[src/rtl/lcm_reg_bank_if.sv]
// Host register-write bus into the LCM register bank; write accepted every cycle,
// ack/err returned one cycle later, no backpressure on wr_en.
interface lcm_reg_bank_if #(
    parameter int ADDR_W = 8,
    parameter int DATA_W = 64
);
    logic              wr_en;
    logic [ADDR_W-1:0] wr_addr;
    logic [DATA_W-1:0] wr_data;
    logic              wr_ack;
    logic              wr_err;

    modport master (
        output wr_en, wr_addr, wr_data,
        input  wr_ack, wr_err
    );

    modport slave (
        input  wr_en, wr_addr, wr_data,
        output wr_ack, wr_err
    );
endinterface

[src/rtl/lcm_reg_bank.sv]
// LCM register bank: decodes host writes into send config, control pulses and a send-run FSM.
// Latency: register/ack one cycle after the write; writes are never back-pressured (rejects flagged via wr_err).
module lcm_reg_bank #(
    parameter int NUM_PORTS = 4,
    parameter int ADDR_W    = 8,
    parameter int DATA_W    = 64,
    parameter int PULSE_LEN = 4,
    parameter int RD_ADDR_W = 11
) (
    input  logic                          clk,
    input  logic                          rst,
    lcm_reg_bank_if.slave                 wr,
    input  logic                          pkt_sent,
    output logic                          lcm2ssm_reset,
    output logic                          pgm_config_reset,
    output logic                          lcm2ssm_rd,
    output logic [RD_ADDR_W-1:0]          lcm2ssm_addr,
    output logic [7:0]                    protocol_type,
    output logic                          sent_model,
    output logic [DATA_W-1:0]             sent_time_reg_o,
    output logic [DATA_W-1:0]             sent_num_reg_o,
    output logic [NUM_PORTS*DATA_W-1:0]   sent_start_time_n_reg_o,
    output logic [NUM_PORTS*DATA_W-1:0]   sent_rate_n_reg_o,
    output logic                          sent_start,
    output logic                          sent_done
);
    localparam int PW = $clog2(PULSE_LEN + 1);

    typedef enum logic [1:0] {IDLE, RUN, DONE} state_t;

    state_t            state_q, state_d;
    logic [DATA_W-1:0] run_cnt, run_inc, run_nxt, target;
    logic [PW-1:0]     ssm_cnt, pgm_cnt;
    logic [DATA_W-1:0] start_q [NUM_PORTS];
    logic [DATA_W-1:0] rate_q  [NUM_PORTS];

    logic [31:0] addr_i;
    logic is_ctrl, is_proto, is_model, is_time, is_num, is_rd, is_port, addr_ok;
    logic ctrl_wr, ctrl_start, start_rej, lock_rej, wr_rej, wr_acc, start_go, abort;

    // Write decode and accept/reject classification
    always_comb begin
        addr_i     = 32'(wr.wr_addr);
        is_ctrl    = (addr_i == 32'd0);
        is_proto   = (addr_i == 32'd1);
        is_model   = (addr_i == 32'd2);
        is_time    = (addr_i == 32'd3);
        is_num     = (addr_i == 32'd4);
        is_rd      = (addr_i == 32'd5);
        is_port    = (addr_i >= 32'd16) && (addr_i < 32'(16 + 2 * NUM_PORTS));
        addr_ok    = is_ctrl | is_proto | is_model | is_time | is_num | is_rd | is_port;
        target     = sent_model ? sent_time_reg_o : sent_num_reg_o;
        ctrl_wr    = wr.wr_en && is_ctrl;
        // stop beats start when both bits are set in one CTRL write
        ctrl_start = is_ctrl && wr.wr_data[2] && !wr.wr_data[3];
        start_rej  = ctrl_start && ((state_q != IDLE) || (target == '0));
        lock_rej   = (state_q == RUN) && (is_model | is_time | is_num | is_port);
        wr_rej     = !addr_ok || lock_rej || start_rej;
        wr_acc     = wr.wr_en && !wr_rej;
        start_go   = wr.wr_en && ctrl_start && !start_rej;
        abort      = ctrl_wr && (wr.wr_data[3] || wr.wr_data[0]);
        run_inc    = sent_model ? DATA_W'(1) : DATA_W'(pkt_sent);
        run_nxt    = run_cnt + run_inc;
    end

    always_ff @(posedge clk or posedge rst) begin
        if (rst) state_q <= IDLE;
        else     state_q <= state_d;
    end

    always_comb begin
        state_d = state_q;
        case (state_q)
            IDLE:    if (start_go) state_d = RUN;
            RUN: begin
                if (abort)                  state_d = IDLE;
                else if (run_nxt == target) state_d = DONE;
            end
            DONE:    state_d = IDLE;
            default: state_d = IDLE;
        endcase
    end

    always_comb begin
        sent_start = (state_q == RUN);
        sent_done  = (state_q == DONE);
    end

    always_ff @(posedge clk or posedge rst) begin
        if (rst) begin
            run_cnt <= '0;
        end else if (state_q != RUN && state_d == RUN) begin
            run_cnt <= '0;
        end else if (state_q == RUN) begin
            run_cnt <= run_nxt;
        end
    end

    // Pulse counters: any trigger reloads, so a re-trigger stretches the pulse
    always_ff @(posedge clk or posedge rst) begin
        if (rst) begin
            ssm_cnt <= '0;
            pgm_cnt <= '0;
        end else begin
            if (ctrl_wr && wr.wr_data[0]) ssm_cnt <= PW'(PULSE_LEN);
            else if (ssm_cnt != '0)       ssm_cnt <= ssm_cnt - PW'(1);
            if (ctrl_wr && wr.wr_data[1]) pgm_cnt <= PW'(PULSE_LEN);
            else if (pgm_cnt != '0)       pgm_cnt <= pgm_cnt - PW'(1);
        end
    end

    assign lcm2ssm_reset    = (ssm_cnt != '0);
    assign pgm_config_reset = (pgm_cnt != '0);

    always_ff @(posedge clk or posedge rst) begin
        if (rst) begin
            wr.wr_ack       <= 1'b0;
            wr.wr_err       <= 1'b0;
            lcm2ssm_rd      <= 1'b0;
            lcm2ssm_addr    <= '0;
            protocol_type   <= '0;
            sent_model      <= 1'b0;
            sent_time_reg_o <= '0;
            sent_num_reg_o  <= '0;
            for (int p = 0; p < NUM_PORTS; p++) begin
                start_q[p] <= '0;
                rate_q[p]  <= '0;
            end
        end else begin
            wr.wr_ack  <= wr.wr_en;
            wr.wr_err  <= wr.wr_en && wr_rej;
            lcm2ssm_rd <= wr_acc && is_rd;
            if (wr_acc) begin
                if (is_proto) protocol_type   <= wr.wr_data[7:0];
                if (is_model) sent_model      <= wr.wr_data[0];
                if (is_time)  sent_time_reg_o <= wr.wr_data;
                if (is_num)   sent_num_reg_o  <= wr.wr_data;
                if (is_rd)    lcm2ssm_addr    <= wr.wr_data[RD_ADDR_W-1:0];
                for (int p = 0; p < NUM_PORTS; p++) begin
                    if (addr_i == 32'(16 + 2 * p)) start_q[p] <= wr.wr_data;
                    if (addr_i == 32'(17 + 2 * p)) rate_q[p]  <= wr.wr_data;
                end
            end
        end
    end

    for (genvar p = 0; p < NUM_PORTS; p++) begin : g_pack
        assign sent_start_time_n_reg_o[p*DATA_W +: DATA_W] = start_q[p];
        assign sent_rate_n_reg_o[p*DATA_W +: DATA_W]       = rate_q[p];
    end
endmodule

[src/flat_wrapper.sv]
// flat-port wrapper written by rule: the top's interface ports become plain ports
module lcm_reg_bank_flat 
#(
    parameter int NUM_PORTS = 4,
    parameter int ADDR_W    = 8,
    parameter int DATA_W    = 64,
    parameter int PULSE_LEN = 4,
    parameter int RD_ADDR_W = 11
)
  (clk, rst, pkt_sent, lcm2ssm_reset, pgm_config_reset, lcm2ssm_rd, lcm2ssm_addr, protocol_type, sent_model, sent_time_reg_o, sent_num_reg_o, sent_start_time_n_reg_o, sent_rate_n_reg_o, sent_start, sent_done, wr_wr_en, wr_wr_addr, wr_wr_data, wr_wr_ack, wr_wr_err);
  lcm_reg_bank_if #(.ADDR_W(ADDR_W), .DATA_W(DATA_W)) wr_i ();
  input  logic clk;
  input  logic rst;
  input  logic pkt_sent;
  output logic lcm2ssm_reset;
  output logic pgm_config_reset;
  output logic lcm2ssm_rd;
  output logic [RD_ADDR_W-1:0] lcm2ssm_addr;
  output logic [7:0] protocol_type;
  output logic sent_model;
  output logic [DATA_W-1:0] sent_time_reg_o;
  output logic [DATA_W-1:0] sent_num_reg_o;
  output logic [NUM_PORTS*DATA_W-1:0] sent_start_time_n_reg_o;
  output logic [NUM_PORTS*DATA_W-1:0] sent_rate_n_reg_o;
  output logic sent_start;
  output logic sent_done;
  input wire logic [$bits(wr_i.wr_en)-1:0] wr_wr_en;
  input wire logic [$bits(wr_i.wr_addr)-1:0] wr_wr_addr;
  input wire logic [$bits(wr_i.wr_data)-1:0] wr_wr_data;
  output wire logic [$bits(wr_i.wr_ack)-1:0] wr_wr_ack;
  output wire logic [$bits(wr_i.wr_err)-1:0] wr_wr_err;
  assign wr_i.wr_en = wr_wr_en;
  assign wr_i.wr_addr = wr_wr_addr;
  assign wr_i.wr_data = wr_wr_data;
  assign wr_wr_ack = wr_i.wr_ack;
  assign wr_wr_err = wr_i.wr_err;
  lcm_reg_bank #(.NUM_PORTS(NUM_PORTS), .ADDR_W(ADDR_W), .DATA_W(DATA_W), .PULSE_LEN(PULSE_LEN), .RD_ADDR_W(RD_ADDR_W)) u_core (.clk(clk), .rst(rst), .wr(wr_i), .pkt_sent(pkt_sent), .lcm2ssm_reset(lcm2ssm_reset), .pgm_config_reset(pgm_config_reset), .lcm2ssm_rd(lcm2ssm_rd), .lcm2ssm_addr(lcm2ssm_addr), .protocol_type(protocol_type), .sent_model(sent_model), .sent_time_reg_o(sent_time_reg_o), .sent_num_reg_o(sent_num_reg_o), .sent_start_time_n_reg_o(sent_start_time_n_reg_o), .sent_rate_n_reg_o(sent_rate_n_reg_o), .sent_start(sent_start), .sent_done(sent_done));
endmodule
[config.mk]
export PLATFORM = sky130hd
export DESIGN_NAME = lcm_reg_bank_flat
export DESIGN_NICKNAME = d
export VERILOG_FILES = /design/src/rtl/lcm_reg_bank_if.sv /design/src/rtl/lcm_reg_bank.sv /design/src/flat_wrapper.sv
export SDC_FILE = /design/constraint.sdc
export NUM_CORES = 1
export LEC_CHECK = 0
export CORE_AREA = 2 2 293 295
export DETAILED_ROUTE_END_ITERATION = 6
export DIE_AREA = 0 0 295 297
export GPL_ROUTABILITY_DRIVEN = 0
export PLACE_DENSITY_LB_ADDON = 0.08
export SYNTH_ARGS = -nofsm -noshare
export SYNTH_HDL_FRONTEND = slang
export SYNTH_SLANG_ARGS = --single-unit
[constraint.sdc]
create_clock -name clk -period 70.6 [get_ports clk]
set_input_delay 7.06 -clock clk [delete_from_list [all_inputs] [get_ports clk]]
set_output_delay 7.06 -clock clk [all_outputs]
set_load 0.005 [all_outputs]
---- Word-level counts from Yosys, hierarchy flattened ----
Cells that the tools add are included.
cells by class
  mux-type cells .......................... 12
  bitwise logic cells ..................... 9
  $add $sub $neg .......................... 3
  equal/unequal tests ..................... 18
  reductions and logical operators ........ 45
  magnitude comparators ................... 2
operators by type and width
  kind                                                                           count
  64-bit 2-to-1 mux                                                              3
  64-bit adder                                                                   1
  64-bit equality test                                                           1
  8-bit by 5-bit equality test with 1-bit output (second input constant)         8
  64-bit zero test                                                               1
  2-bit AND reduction                                                            13
  8-bit by 2-bit equality test with 1-bit output (second input constant)         2
  8-bit by 3-bit equality test with 1-bit output (second input constant)         2
  1-bit logical AND                                                              15
  3-bit 2-to-1 mux                                                               4
  1-bit bitwise OR                                                               9
  8-bit by 1-bit equality test with 1-bit output (second input constant)         1
  8-bit by 5-bit >= comparator with 1-bit output (second input constant)         1
  8-bit zero test                                                                1
  8-bit by 5-bit less-than comparator with 1-bit output (second input constant)  1
  2-bit nonzero test                                                             4
  2-bit 2-to-1 mux                                                               3
  3-bit nonzero test                                                             2
  3-bit by 1-bit subtractor with 3-bit output (second input constant)            2
  2-bit by 1-bit equality test with 1-bit output (second input constant)         2
  1-bit zero test                                                                4
  1-bit logical OR                                                               4
  2-bit case mux with 2 select lines                                             1
  2-bit equality test (second input constant)                                    1
  other kinds (3)                                                                3
storage, ports and cells
  word-level logic and storage cells ...... 109
  input bits .............................. 76
  output and inout port bits .............. 667
  flip-flop bits (word level) ............. 735

---- Depth between registers and ports, before layout ----
Gate-level depths: netlist of run 1.
  word-level depth ........................ 13
  mapped depth ............................ 18
  depth with buffers taken out ............ 12

---- Worst setup path before layout of run 1 ----
Ideal clock, no wire load.
  path type ............................... input port to flip-flop
  from .................................... in pkt_sent
  to ...................................... reg u_core.state_q[0]
  buffers on the path ..................... 0
  setup time .............................. 122 ps
  slack ................................... 60632 ps
  required time ........................... 70478 ps
  data arrival time ....................... 9846 ps
  stages .................................. 12
  path through ............................ or2_2 -> ha_1 -> ha_1 -> nand4_1 -> or3_1 -> or4_1 -> a21o_1 -> a2111oi_2 -> nand4b_1 -> or4_4 -> nor3_1 -> o21ai_1
between the ends
  word-level cells in the longest chain between the ends .. 6
ends and longest elaborated chain
  element                             line                source
  start, declared                     flat_wrapper.sv:14  input logic pkt_sent;
  1-bit 2-to-1 mux                    lcm_reg_bank.sv:62  run_inc = sent_model ? DATA_W'(1) : DATA_W'(pkt_sent);
  64-bit adder                        lcm_reg_bank.sv:63  run_nxt = run_cnt + run_inc;
  64-bit equality test                lcm_reg_bank.sv:77  else if (run_nxt == target) state_d = DONE;
  2-bit 2-to-1 mux                    lcm_reg_bank.sv:77
  2-bit 2-to-1 mux                    lcm_reg_bank.sv:76  if (abort) state_d = IDLE;
  2-bit case mux with 2 select lines  lcm_reg_bank.sv:73  case (state_q)
  net u_core.state_d[0]               lcm_reg_bank.sv:31  state_t state_q, state_d;
  end signal, assigned                lcm_reg_bank.sv:68  else state_q <= state_d;
  end, declared                       lcm_reg_bank.sv:31
The timed path passes the listed nets, and every way through them passes these cells.
A chain may end at the register's enable or synchronous reset.

---- Final worst setup path of run 1 ----
  from .................................... in wr_wr_addr[1]
  to ...................................... reg u_core.rate_q (netlist bit u_core.sent_rate_n_reg_o[80])
between the ends
  word-level cells in the longest chain between the ends .. 13
  elaborated cells between the ends (all ways) .. 29
  classes of those cells .................. order compare (2); eq/ne (6); bitwise (9); reduce/logical (12)
ends and longest elaborated chain
  element                                                                            line                                    source
  start, declared                                                                    flat_wrapper.sv:28                      input wire logic [$bits(wr_i.wr_addr)-1:0] wr_wr_addr;
  8-bit by 1-bit equality test with 1-bit output or 8-bit zero test (tied branches)  lcm_reg_bank.sv:45, lcm_reg_bank.sv:44
  1-bit bitwise OR (6 in series)                                                     lcm_reg_bank.sv:51                      addr_ok = is_ctrl | is_proto | is_model | is_time | is_num | is_rd | is_port;
  1-bit zero test                                                                    lcm_reg_bank.sv:58                      wr_rej = !addr_ok || lock_rej || start_rej;
  1-bit logical OR (2 in series)                                                     lcm_reg_bank.sv:58
  1-bit zero test                                                                    lcm_reg_bank.sv:59                      wr_acc = wr.wr_en && !wr_rej;
  1-bit logical AND                                                                  lcm_reg_bank.sv:59
  2-bit AND reduction (no line) (*)                                                  -
  end signal, assigned by index                                                      lcm_reg_bank.sv:141                     if (addr_i == 32'(17 + 2 * p)) rate_q[p] <= wr.wr_data;
  end, declared                                                                      lcm_reg_bank.sv:35                      logic [DATA_W-1:0] rate_q [NUM_PORTS];
Every way passes the cells marked *; elsewhere a longest branch is shown, timed or not.

==> results of run 1 <==
-- final timing paths --
check,from,endpoint,depth (start not counted)
min,u_core.sent_start_time_n_reg_o[89]$_DFFE_PP0P_,u_core.sent_start_time_n_reg_o[89]$_DFFE_PP0P_,1
max in group asynchronous,rst,u_core.sent_rate_n_reg_o[246]$_DFFE_PP0P_,5
max reg2reg,u_core.sent_model$_DFFE_PP0P_,u_core.sent_rate_n_reg_o[80]$_DFFE_PP0P_,9
min reg2reg,u_core.sent_start_time_n_reg_o[89]$_DFFE_PP0P_,u_core.sent_start_time_n_reg_o[89]$_DFFE_PP0P_,1
min in group asynchronous,rst,u_core.sent_rate_n_reg_o[33]$_DFFE_PP0P_,2
max,wr_wr_addr[1],u_core.sent_rate_n_reg_o[80]$_DFFE_PP0P_,9
-- power by group --
part           internal (mW)  switching [mW]  total [mW]
Combinational         0.0150          0.0278      0.0428
Clock                  0.272           0.184       0.456
Sequential             0.425         0.00249       0.428
-- worst reg2reg max path, delay by kind of cell (launching register included) --
family	cells	cell delay (ps)
compound gates	3	1750
buf+inv	3	1850
flops	1	640
mux	1	560
simple gates	2	1230
-- area by class of cell --
class                      count  area, µm²
timing repair buffer         769       7630
clock buffer                 128       2590
fill                        7352      41500
multi-input combinational   1431      12600
antenna                        4       10.0
clock inverter                28        304
tap                         1144       1430
inverter                      12       52.6
sequential                   735      18400
-- cells in the mapped netlist (10+ instances only) --
| library cell | number |
|---|---|
| nand2_1 | 61 |
| and2_1 | 19 |
| mux2_2 | 661 |
| inv_1 | 11 |
| nor3_1 | 34 |
| buf_2 | 22 |
| nand4_1 | 49 |
| xor2_1 | 22 |
| and3_1 | 16 |
| mux2i_1 | 63 |
| xnor2_1 | 81 |
| dfrtp_1 | 735 |
| o31ai_1 | 27 |
| nor4_1 | 42 |
| clkbuf_1 | 112 |
| buf_1 | 54 |
| and4_1 | 15 |
| o41ai_1 | 10 |
| a21oi_1 | 21 |
| nand3_1 | 37 |
| nor2_1 | 81 |
| o21ai_0 | 95 |
-- cells by family (layout without fill, tap and decap cells) --
logic type | count (synthesis) | after routing | share of synthesized area [%]
flops | 735 | 735 | 58.1
fa+ha+maj | 7 | 7 | 0.276
mux | 724 | 724 | 25.5
simple gates | 403 | 403 | 7.08
xor+xnor | 103 | 103 | 2.85
other cells | 0 | 4 | 0
buf+inv | 200 | 937 | 2.46
compound gates | 194 | 194 | 3.79
-- stage by stage --
step	cell area [µm²]	power [mW]	hold slack (ps)	setup slack (ps)
global placement	40100	0.477	489	59420
global route	43000	0.958	513	59430
detailed placement	40100	0.479	483	59200
floorplan	31700	0.456	465	42920
CTS	43000	0.937	505	59880
finish	43000	0.927	503	59690
-- layout by cell type (no fill, tap or decap), types with 27 or more instances in the layout --
master	instances
mux2_2	661
nor4_1	41
nor2_1	81
clkbuf_16	89
xnor2_1	81
nor3_1	34
nand2_1	61
clkdlybuf4s50_1	742
o31ai_1	27
nand3_1	35
nand4_1	49
o21ai_0	95
mux2i_1	63
dfrtp_1	734
buf_4	27
-- state kept, by name, indices dropped and copies added (netlist names), 8 cells and up --
signal / flops
u_core.sent_num_reg_o: 64
u_core.protocol_type: 8
u_core.lcm2ssm_addr: 11
u_core.sent_time_reg_o: 64
u_core.sent_start_time_n_reg_o: 256
u_core.run_cnt: 64
u_core.sent_rate_n_reg_o: 256
-- routing by layer --
metal  wire length (µm)  GRT usage, %  vias up
met5                  0             0        -
met4               5480          11.3        0
li1                   -             -     9862
met1              49800          35.8    12443
met2              60900          46.7      917
met3               9000          7.17      228
==> metrics.md, run 1 <==
| Metric | Value |
|---|---|
| Status | `completed` |
| # resized after CTS | `0` |
| Maximum level of the CTS H-tree | `3` |
| Top Ports | `743` |
| Cts bufs inserted | `86` |
| Vias in the first global route | `24349` |
| Mean post-synth cell area | `13.4 µm²` |
| Top flip-flop cell by instance count after synthesis | `dfrtp_1` |
| Share of async-settable or async-resettable flops after synthesis | `100%` |
| Leakage power figure | `19.6 nW` |
| Worst path max stage delay | `840 ps` |
| Final antenna-violating net count | `0` |
| TritonCTS clock tree | `built` |
| FF+latch count, synth | `735` |
| Worst Setup End Kind | `register` |
| Area leader, netlist | `dfrtp_1` |
| Maximum number of pins on one net before global-route repair | `102` |
| Drt initial violations | `1753` |
| Wire length of the first global-routing pass | `181000 µm` |
| Number of distinct standard cells referenced by the synthesized netlist | `61` |
| Aggregate global routing overflow | `0` |
| Area of the core | `84500 µm²` |
| Number of buffers inserted for hold repair after clock tree synthesis | `0` |
| Timing-limited maximum frequency | `91.7 MHz` |
| Final Non-Filler Cells | `4251` |
| Row count | `107` |
| Max Root-Sink Buffers | `3` |
| Power per cell area | `21.6 nW/µm²` |
| Standard cell with the maximum stage delay on the critical path | `nand4_1` |
| Critical path class | `input port to register` |
| Data arrival time at the worst-slack endpoint | `11410 ps` |
| TritonRoute pass-1 iters | `5` |
| RSZ-0062 raised after global routing | `no` |
| Number of antenna violations at the first check in global routing | `8` |
| Required @ worst endpoint | `71110 ps` |
| Yosys warning total | `0` |
| Count of mapped cells out of synthesis | `2366` |
| CTS Root Buffer Type | `clkbuf_16` |
| Maximum clock skew at final layout | `32.7 ps` |
| Buffer and inverter count on the worst path | `2` |
| Kind of start point of the critical path | `input port` |
| Fraction of post-synthesis cell area in the top cell type by area | `58.1%` |
| Critical path cell sequence | `clkdlybuf4s50_1, nor3_1, nand2_1, nor4b_1, a21oi_1, and3_1, nand4_1, buf_4, mux2_2` |
| Initial core utilization | `37.5%` |
| Number of nets in the synthesized netlist | `2449` |
| Crit-path leading delay family | `simple AND/OR/NAND/NOR gates` |
| Worst skew pair latency | `650 ps` |
| Final Net Count | `3118` |
| Area enclosed by the die boundary | `87600 µm²` |
| Setup slack, reg-to-reg | `64450 ps` |
| Hold Vio Cnt, Final | `0` |
| Max rail drop VDD | `0.0170 mV` |
| Count of maximum capacitance violations | `0` |
| Number of buffers added for setup after CTS | `0` |
| Worst relative slew slack | `22.7%` |
| Setup TNS | `0 ps` |
| Clock-pin slew on the worst setup and hold paths | `60 ps` |
| Clock sinks | `735` |
| Horizontal die dimension | `295 µm` |
| Inst Count DP | `4091` |
| Ranking of synthesized cells by area | `dfrtp_1 58%, mux2_2 23%, xnor2_1 2.2%` |
| DRT Wirelength | `125000 µm` |
| Fraction of the cycle the final worst path needs | `15.5%` |
| Number of setup violations in the final report | `0` |
| Worst-Margin Slew | `1160 ps` |
| Number of pins exceeding their max-slew limit in the final report | `0` |
| Vias per Instance | `5.52` |
| Remaining design rule violation count | `0` |
| Syn Std Cell Area | `31700 µm²` |
| Via total after detailed routing | `23450` |
| Min Tclk post-route | `10910 ps` |
| Average detailed-routed wire length per instance | `29.5 µm` |
| Vert. Die Dim | `297 µm` |
| Layout cell share with drive strength beyond 1 | `27.6%` |
| Type of the tightest min-delay check | `register to register` |
| PortBufs | `742` |
| Count of flip-flops with a built-in enable after synthesis | `0` |
| P&R area growth vs syn | `35.7%` |
| Worst-path fanout max | `50` |
| GRT Overall Usage | `28.4%` |
| Fin util | `50.9%` |
| Placed wire-length estimate after detailed placement | `90100 µm` |
| Sequential-to-total area share from yosys stat | `58.1%` |
Power figures use the tool's default switching activity.
==> inputs of run 2 (changes only) <==
--- a/config.mk
+++ b/config.mk
@@ -5,9 +5,9 @@
 export SDC_FILE = /design/constraint.sdc
 export NUM_CORES = 1
 export LEC_CHECK = 0
-export CORE_AREA = 2 2 293 295
+export CORE_AREA = 2 2 285 287
 export DETAILED_ROUTE_END_ITERATION = 6
-export DIE_AREA = 0 0 295 297
+export DIE_AREA = 0 0 287 289
 export GPL_ROUTABILITY_DRIVEN = 0
 export PLACE_DENSITY_LB_ADDON = 0.08
 export SYNTH_ARGS = -nofsm -noshare
==> constraint.sdc (replaced) <==
create_clock -name clk -period 9.08 [get_ports clk]
set_input_delay 0.908 -clock clk [delete_from_list [all_inputs] [get_ports clk]]
set_output_delay 0.908 -clock clk [all_outputs]
set_load 0.005 [all_outputs]
==> metrics.md, run 2 (synthesis results as in run 1) <==
| Metric | Value |
|---|---|
| Number of buffers added for setup after CTS | `0 (unchanged)` |
| Placed Instance Area | `40000 µm² (was 40100 µm²)` |
| Top Ports | `743 (unchanged)` |
| Max Root-Sink Buffers | `3 (unchanged)` |
| Standard cell with the maximum stage delay on the critical path | `nor4_1 (was nand4_1)` |
| Worst skew pair latency | `630 ps (was 650 ps)` |
| DRT Wirelength | `123000 µm (was 125000 µm)` |
| Timing-limited maximum frequency | `193 MHz` |
| Count of cells along the worst hold path | `1 (unchanged)` |
| Net switching power | `1.63 mW (was 0.214 mW)` |
| Crit-path leading delay family | `simple AND/OR/NAND/NOR gates (unchanged)` |
| Number of antenna violations at the first check in global routing | `4 (was 8)` |
| Worst reg2reg path depth | `10 (was 9)` |
| Placed wire-length estimate after detailed placement | `87900 µm (was 90100 µm)` |
| Horizontal die dimension | `287 µm (was 295 µm)` |
| Most common library cell in the layout ignoring fill and taps | `clkdlybuf4s50_1 (unchanged)` |
| Type of the tightest min-delay check | `register to register (unchanged)` |
| Final standard cell area without fillers | `42900 µm² (was 43000 µm²)` |
| Aggregate global routing overflow | `0 (unchanged)` |
| Maximum level of the CTS H-tree | `3 (unchanged)` |
| Layout cell share with drive strength beyond 1 | `27.5% (was 27.6%)` |
| Final Net Count | `3111 (was 3118)` |
| Status | `completed (unchanged)` |
| Most Frequent Cell on Critical Path | `nand4_1` |
| Maximum clock skew at final layout | `30.7 ps (was 32.7 ps)` |
| Vert. Die Dim | `289 µm (was 297 µm)` |
| Worst-Margin Slew | `1180 ps (was 1160 ps)` |
| Critical path cell sequence | `nor4_1, nand4_1, nor3_1, a41oi_1, o41ai_1, a21oi_1, and3_1, nand4_1, buf_4, mux2_2 (was clkdlybuf4s50_1, nor3_1, nand2_1, nor4b_1, a21oi_1, and3_1, nand4_1, buf_4, mux2_2)` |
| Leakage power figure | `19.6 nW (about the same)` |
| Hold Vio Cnt, Final | `0 (unchanged)` |
| Min Tclk post-route | `5190 ps` |
| Area of the core | `79900 µm² (was 84500 µm²)` |
| Final antenna-violating net count | `0 (unchanged)` |
| Final Non-Filler Cells | `4154 (was 4251)` |
| Remaining design rule violation count | `0 (unchanged)` |
| CTS Root Buffer Type | `clkbuf_16 (unchanged)` |
| Vias in the first global route | `24073 (was 24349)` |
| Share of total power in combinational logic | `4.5% (was 4.6%)` |
| Area enclosed by the die boundary | `82900 µm² (was 87600 µm²)` |
| Fin util | `53.7% (was 50.9%)` |
| Cts bufs inserted | `82 (was 86)` |
| RSZ-0062 raised after global routing | `no (unchanged)` |
| Drt initial violations | `1818 (was 1753)` |
| PortBufs | `742 (unchanged)` |
| Inst Count DP | `4004 (was 4091)` |
| # resized after CTS | `0 (unchanged)` |
| Kind of start point of the critical path | `register (was input port)` |
| Max rail drop VDD | `0.130 mV (was 0.0170 mV)` |
| Register area | `18400 µm² (unchanged)` |
| Clock sinks | `735 (unchanged)` |
| Critical path class | `register to register (was input port to register)` |
| Number of setup violations in the final report | `0 (unchanged)` |
| Number of pins exceeding their max-slew limit in the final report | `0 (unchanged)` |
| Internal power summed over all cells | `5.57 mW (was 0.713 mW)` |
| Levels on crit path | `10 (was 9)` |
| Data arrival time at the worst-slack endpoint | `5700 ps (was 11410 ps)` |
| Power share of the sequential group | `46.2% (about the same)` |
| TritonCTS clock tree | `built (unchanged)` |
| # fillers | `6772 (was 7352)` |
| Count of maximum capacitance violations | `0 (unchanged)` |
| Fraction of the cycle the final worst path needs | `57.2%` |
| GRT Overall Usage | `29.0% (was 28.4%)` |
| P&R area growth vs syn | `35.3% (was 35.7%)` |
| Pre-CTS setup slack | `3880 ps (was 59200 ps)` |
| Overall power | `7.20 mW (was 0.927 mW)` |
| TritonRoute pass-1 iters | `7 (was 5)` |
| Worst relative slew slack | `21.5% (was 22.7%)` |
| Worst setup margin | `3890 ps (was 59690 ps)` |
| Average detailed-routed wire length per instance | `29.6 µm (was 29.5 µm)` |
| Share of total power consumed by net switching | `22.6% (was 23.1%)` |
| Worst-path fanout max | `51 (was 50)` |
| Row count | `104 (was 107)` |
| Clock network fraction of design power | `49.2% (about the same)` |
| Area of combinational cells with multiple inputs | `12600 µm² (unchanged)` |
| Power per cell area | `168 nW/µm² (was 21.6 nW/µm²)` |
| Initial core utilization | `39.7% (was 37.5%)` |
| Highest-count cells in the layout ignoring fill and taps | `742 x clkdlybuf4s50_1, 734 x dfrtp_1, 661 x mux2_2 (unchanged)` |
| Maximum number of pins on one net before global-route repair | `168 (was 102)` |
| Vias per Instance | `5.59 (was 5.52)` |
| Buffer and inverter count on the worst path | `1 (was 2)` |
| Clock-pin slew on the worst setup and hold paths | `60 ps (about the same)` |
| Wire length of the first global-routing pass | `176000 µm (was 181000 µm)` |
| Via total after detailed routing | `23206 (was 23450)` |
| Worst path max stage delay | `850 ps (was 840 ps)` |
| Worst Setup End Kind | `register (unchanged)` |
| Number of buffers inserted for hold repair after clock tree synthesis | `0 (unchanged)` |
| Required @ worst endpoint | `9590 ps (was 71110 ps)` |
## run 2: final cells by class
cell class                 instances  area share [%]
antenna                            1         0.00584
clock buffer                     117            5.64
clock inverter                    32            1.08
inverter                          12           0.114
multi-input combinational       1431            29.3
sequential                       735            42.9
tap                             1060            3.09
timing repair buffer             766            17.9
## run 2: per-layer routing
metal	wire length [µm]	GRT usage [%]	part of all wire, %	vias up
met5	0	0	0	-
met4	5530	12.4	4.5	0
met1	48000	35.6	39	12274
li1	-	-	-	9844
met2	60700	48.6	49	869
met3	8700	7.58	7.1	219
## run 2: power groups by stage
stage	Clock, mW	Sequential [mW]	Combinational, mW
after floorplan	0	3.39	0.158
after global routing	3.76	3.33	0.358
after CTS	3.62	3.33	0.336
after global placement	0	3.38	0.325
after detailed placement	0	3.38	0.335
final	3.54	3.33	0.327
## run 2: stage by stage
stage	TNS, ps	hold slack (ps)
global route	0	507
CTS	0	504
global placement	0	487
floorplan	-1396160	465
detailed placement	0	492
finish	0	503
## run 2: worst paths after layout
kind,startpoint,to,slack (ps)
max in group asynchronous,rst,u_core.sent_rate_n_reg_o[148]$_DFFE_PP0P_,6140
hold reg to reg,u_core.run_cnt[63]$_DFFE_PP0P_,u_core.run_cnt[63]$_DFFE_PP0P_,500
min in group asynchronous,rst,u_core.sent_rate_n_reg_o[224]$_DFFE_PP0P_,780
setup / recovery,u_core.sent_num_reg_o[55]$_DFFE_PP0P_,u_core.sent_start_time_n_reg_o[207]$_DFFE_PP0P_,3890
hold / removal,u_core.run_cnt[63]$_DFFE_PP0P_,u_core.run_cnt[63]$_DFFE_PP0P_,500
setup reg to reg,u_core.sent_num_reg_o[55]$_DFFE_PP0P_,u_core.sent_start_time_n_reg_o[207]$_DFFE_PP0P_,3890
==> inputs of run 3 (changes only) <==
--- a/config.mk
+++ b/config.mk
@@ -5,9 +5,9 @@
 export SDC_FILE = /design/constraint.sdc
 export NUM_CORES = 1
 export LEC_CHECK = 0
-export CORE_AREA = 2 2 285 287
+export CORE_AREA = 2 2 287 289
 export DETAILED_ROUTE_END_ITERATION = 6
-export DIE_AREA = 0 0 287 289
+export DIE_AREA = 0 0 289 291
 export GPL_ROUTABILITY_DRIVEN = 0
 export PLACE_DENSITY_LB_ADDON = 0.08
 export SYNTH_ARGS = -nofsm -noshare
==> constraint.sdc (replaced) <==
create_clock -name clk -period 4.88 [get_ports clk]
set_input_delay 0.488 -clock clk [delete_from_list [all_inputs] [get_ports clk]]
set_output_delay 0.488 -clock clk [all_outputs]
set_load 0.005 [all_outputs]
==> metrics.md, run 3 (synthesis results as in run 1) <==
| Metric | Value |
|---|---|
| Row count | `105 (was 104)` |
| Internal power summed over all cells | `10.1 mW (was 5.57 mW)` |
| Max Root-Sink Buffers | `3 (unchanged)` |
| Type of the tightest min-delay check | `input port to async pin (was register to register)` |
| Vert. Die Dim | `291 µm (was 289 µm)` |
| Inst Count DP | `4046 (was 4004)` |
| Count of maximum capacitance violations | `0 (unchanged)` |
| Power share of the sequential group | `46.9% (was 46.2%)` |
| Clock network fraction of design power | `48.4% (was 49.2%)` |
| # resized after CTS | `0 (unchanged)` |
| Worst relative slew slack | `20.3% (was 21.5%)` |
| RSZ-0062 raised after global routing | `no (unchanged)` |
| Leakage power figure | `19.8 nW (was 19.6 nW)` |
| Maximum level of the CTS H-tree | `3 (unchanged)` |
| Maximum number of pins on one net before global-route repair | `146 (was 168)` |
| Placed wire-length estimate after detailed placement | `88800 µm (was 87900 µm)` |
| Clock sinks | `735 (unchanged)` |
| Worst-path fanout max | `64 (was 51)` |
| Final antenna-violating net count | `0 (unchanged)` |
| Placed Instance Area | `40400 µm² (was 40000 µm²)` |
| Critical register-to-register path endpoint | `u_core.sent_start_time_n_reg_o[19]$_DFFE_PP0P_ (was u_core.sent_start_time_n_reg_o[207]$_DFFE_PP0P_)` |
| Worst Hold Slack | `309 ps (was 503 ps)` |
| Number of antenna violations at the first check in global routing | `6 (was 4)` |
| Worst skew pair latency | `640 ps (was 630 ps)` |
| Required @ worst endpoint | `5400 ps (was 9590 ps)` |
| PortBufs | `742 (unchanged)` |
| Setup slack, reg-to-reg | `700 ps (was 3890 ps)` |
| GRT Overall Usage | `28.9% (was 29.0%)` |
| Area enclosed by the die boundary | `84100 µm² (was 82900 µm²)` |
| Net switching power | `3.08 mW (was 1.63 mW)` |
| Layout cell share with drive strength beyond 1 | `28.1% (was 27.5%)` |
| Worst-Margin Slew | `1200 ps (was 1180 ps)` |
| Worst Setup End Kind | `register (unchanged)` |
| Fraction of the cycle the final worst path needs | `85.6% (was 57.2%)` |
| P&R area growth vs syn | `36.4% (was 35.3%)` |
| # fillers | `6910 (was 6772)` |
| Kind of start point of the critical path | `register (unchanged)` |
| TritonCTS clock tree | `built (unchanged)` |
| Antenna diode count | `0 (was 1)` |
| Number of buffers added for setup after CTS | `0 (unchanged)` |
| Drt initial violations | `1781 (was 1818)` |
| Fin util | `53.2% (was 53.7%)` |
| Vias per Instance | `5.54 (was 5.59)` |
| Worst Setup SP | `u_core.sent_model$_DFFE_PP0P_ (was u_core.sent_num_reg_o[55]$_DFFE_PP0P_)` |
| Clock-pin slew on the worst setup and hold paths | `60 ps (about the same)` |
| Number of setup violations in the final report | `0 (unchanged)` |
| Aggregate global routing overflow | `0 (unchanged)` |
| Remaining design rule violation count | `0 (unchanged)` |
| TritonRoute pass-1 iters | `5 (was 7)` |
| Number of buffers inserted for hold repair after clock tree synthesis | `0 (unchanged)` |
| Min Tclk post-route | `4180 ps (was 5190 ps)` |
| Share of total power consumed by net switching | `23.3% (was 22.6%)` |
| Startpoint of the worst register-to-register path | `u_core.sent_model$_DFFE_PP0P_ (was u_core.sent_num_reg_o[55]$_DFFE_PP0P_)` |
| Initial core utilization | `39.0% (was 39.7%)` |
| Number of pins exceeding their max-slew limit in the final report | `0 (unchanged)` |
| Register area | `18400 µm² (unchanged)` |
| Hold Vio Cnt, Final | `0 (unchanged)` |
| Top Ports | `743 (unchanged)` |
| Status | `completed (unchanged)` |
| DRT Wirelength | `123000 µm (about the same)` |
| Average detailed-routed wire length per instance | `29.2 µm (was 29.6 µm)` |
| Area of the core | `81200 µm² (was 79900 µm²)` |
| Wire length of the first global-routing pass | `177000 µm (was 176000 µm)` |
| Final Non-Filler Cells | `4196 (was 4154)` |
| Critical path class | `register to register (unchanged)` |
| Horizontal die dimension | `289 µm (was 287 µm)` |
| Final Net Count | `3145 (was 3111)` |
| Data arrival time at the worst-slack endpoint | `4690 ps (was 5700 ps)` |
| CTS Root Buffer Type | `clkbuf_16 (unchanged)` |
| Vias in the first global route | `24047 (was 24073)` |
| Final standard cell area without fillers | `43200 µm² (was 42900 µm²)` |
| Timing-limited maximum frequency | `239 MHz (was 193 MHz)` |
| Cts bufs inserted | `84 (was 82)` |
| Power per cell area | `306 nW/µm² (was 168 nW/µm²)` |
| Area of combinational cells with multiple inputs | `12600 µm² (about the same)` |
| Worst reg2reg path depth | `9 (was 10)` |
| Most common library cell in the layout ignoring fill and taps | `clkdlybuf4s50_1 (unchanged)` |
| Via total after detailed routing | `23253 (was 23206)` |
| Max rail drop VDD | `0.260 mV (was 0.130 mV)` |
| Highest-count cells in the layout ignoring fill and taps | `742 x clkdlybuf4s50_1, 734 x dfrtp_1, 661 x mux2_2 (unchanged)` |
| Maximum clock skew at final layout | `32.1 ps (was 30.7 ps)` |
| Share of total power in combinational logic | `4.8% (was 4.5%)` |
[run 3: how the worst max path moves through the flow]
| stage | endpoint | slack [ps] | depth (start not counted) |
|---|---|---|---|
| final | u_core.sent_start_time_n_reg_o[19]$_DFFE_PP0P_ | 700 | 9 |
| after global routing | u_core.sent_start_time_n_reg_o[11]$_DFFE_PP0P_ | 610 | 9 |
| after CTS | u_core.sent_start_time_n_reg_o[27]$_DFFE_PP0P_ | 760 | 9 |
| after floorplan | u_core.lcm2ssm_addr[0]$_DFFE_PP0P_ | -5680 | 1 |
| after detailed placement | u_core.state_q[0]$_DFF_PP0_ | 510 | 14 |
| after global placement | u_core.state_q[0]$_DFF_PP0_ | 480 | 14 |
[run 3: area by class of cell]
cell class | count | area share (%)
Sequential cell | 735 | 42.6
Multi-Input combinational cell | 1431 | 29.1
Timing Repair Buffer | 798 | 18.7
Clock buffer | 121 | 5.63
Tap cell | 1070 | 3.10
Clock inverter | 29 | 0.817
Inverter | 12 | 0.113
[run 3: per-layer routing]
layer / routed length [µm] / share of wire, % / track usage, % / vias up
met5: 14 / 0.011 / 0 / -
met4: 6000 / 4.9 / 12.8 / 2
met3: 8880 / 7.2 / 7.46 / 234
met2: 59600 / 49 / 47.5 / 878
met1: 48000 / 39 / 35.6 / 12261
li1: - / - / - / 9878
[run 3: power by group through the flow]
stage	Sequential, mW	Clock (mW)	Combinational, mW
after floorplan	6.30	0	0.294
after global placement	6.29	0	0.619
after detailed placement	6.30	0	0.643
after CTS	6.19	6.50	0.646
after global routing	6.19	6.78	0.685
final	6.19	6.39	0.629
[run 3: worst max-delay path, cell delays in order (launching register included)]
cell	delay (ps)
dfrtp_4	460
buf_12	380
nor3_1	110
a22oi_1	460
o41ai_1	210
buf_4	180
a21oi_1	180
and3_1	480
and3_4	990
mux2_2	430
[run 3: through the flow]
step | setup TNS [ps] | power [mW] | setup WS (ps)
floorplan | -4174460 | 6.60 | -5680
global placement | 0 | 6.91 | 481
detailed placement | 0 | 6.94 | 514
CTS | 0 | 13.3 | 762
global route | 0 | 13.7 | 606
finish | 0 | 13.2 | 701
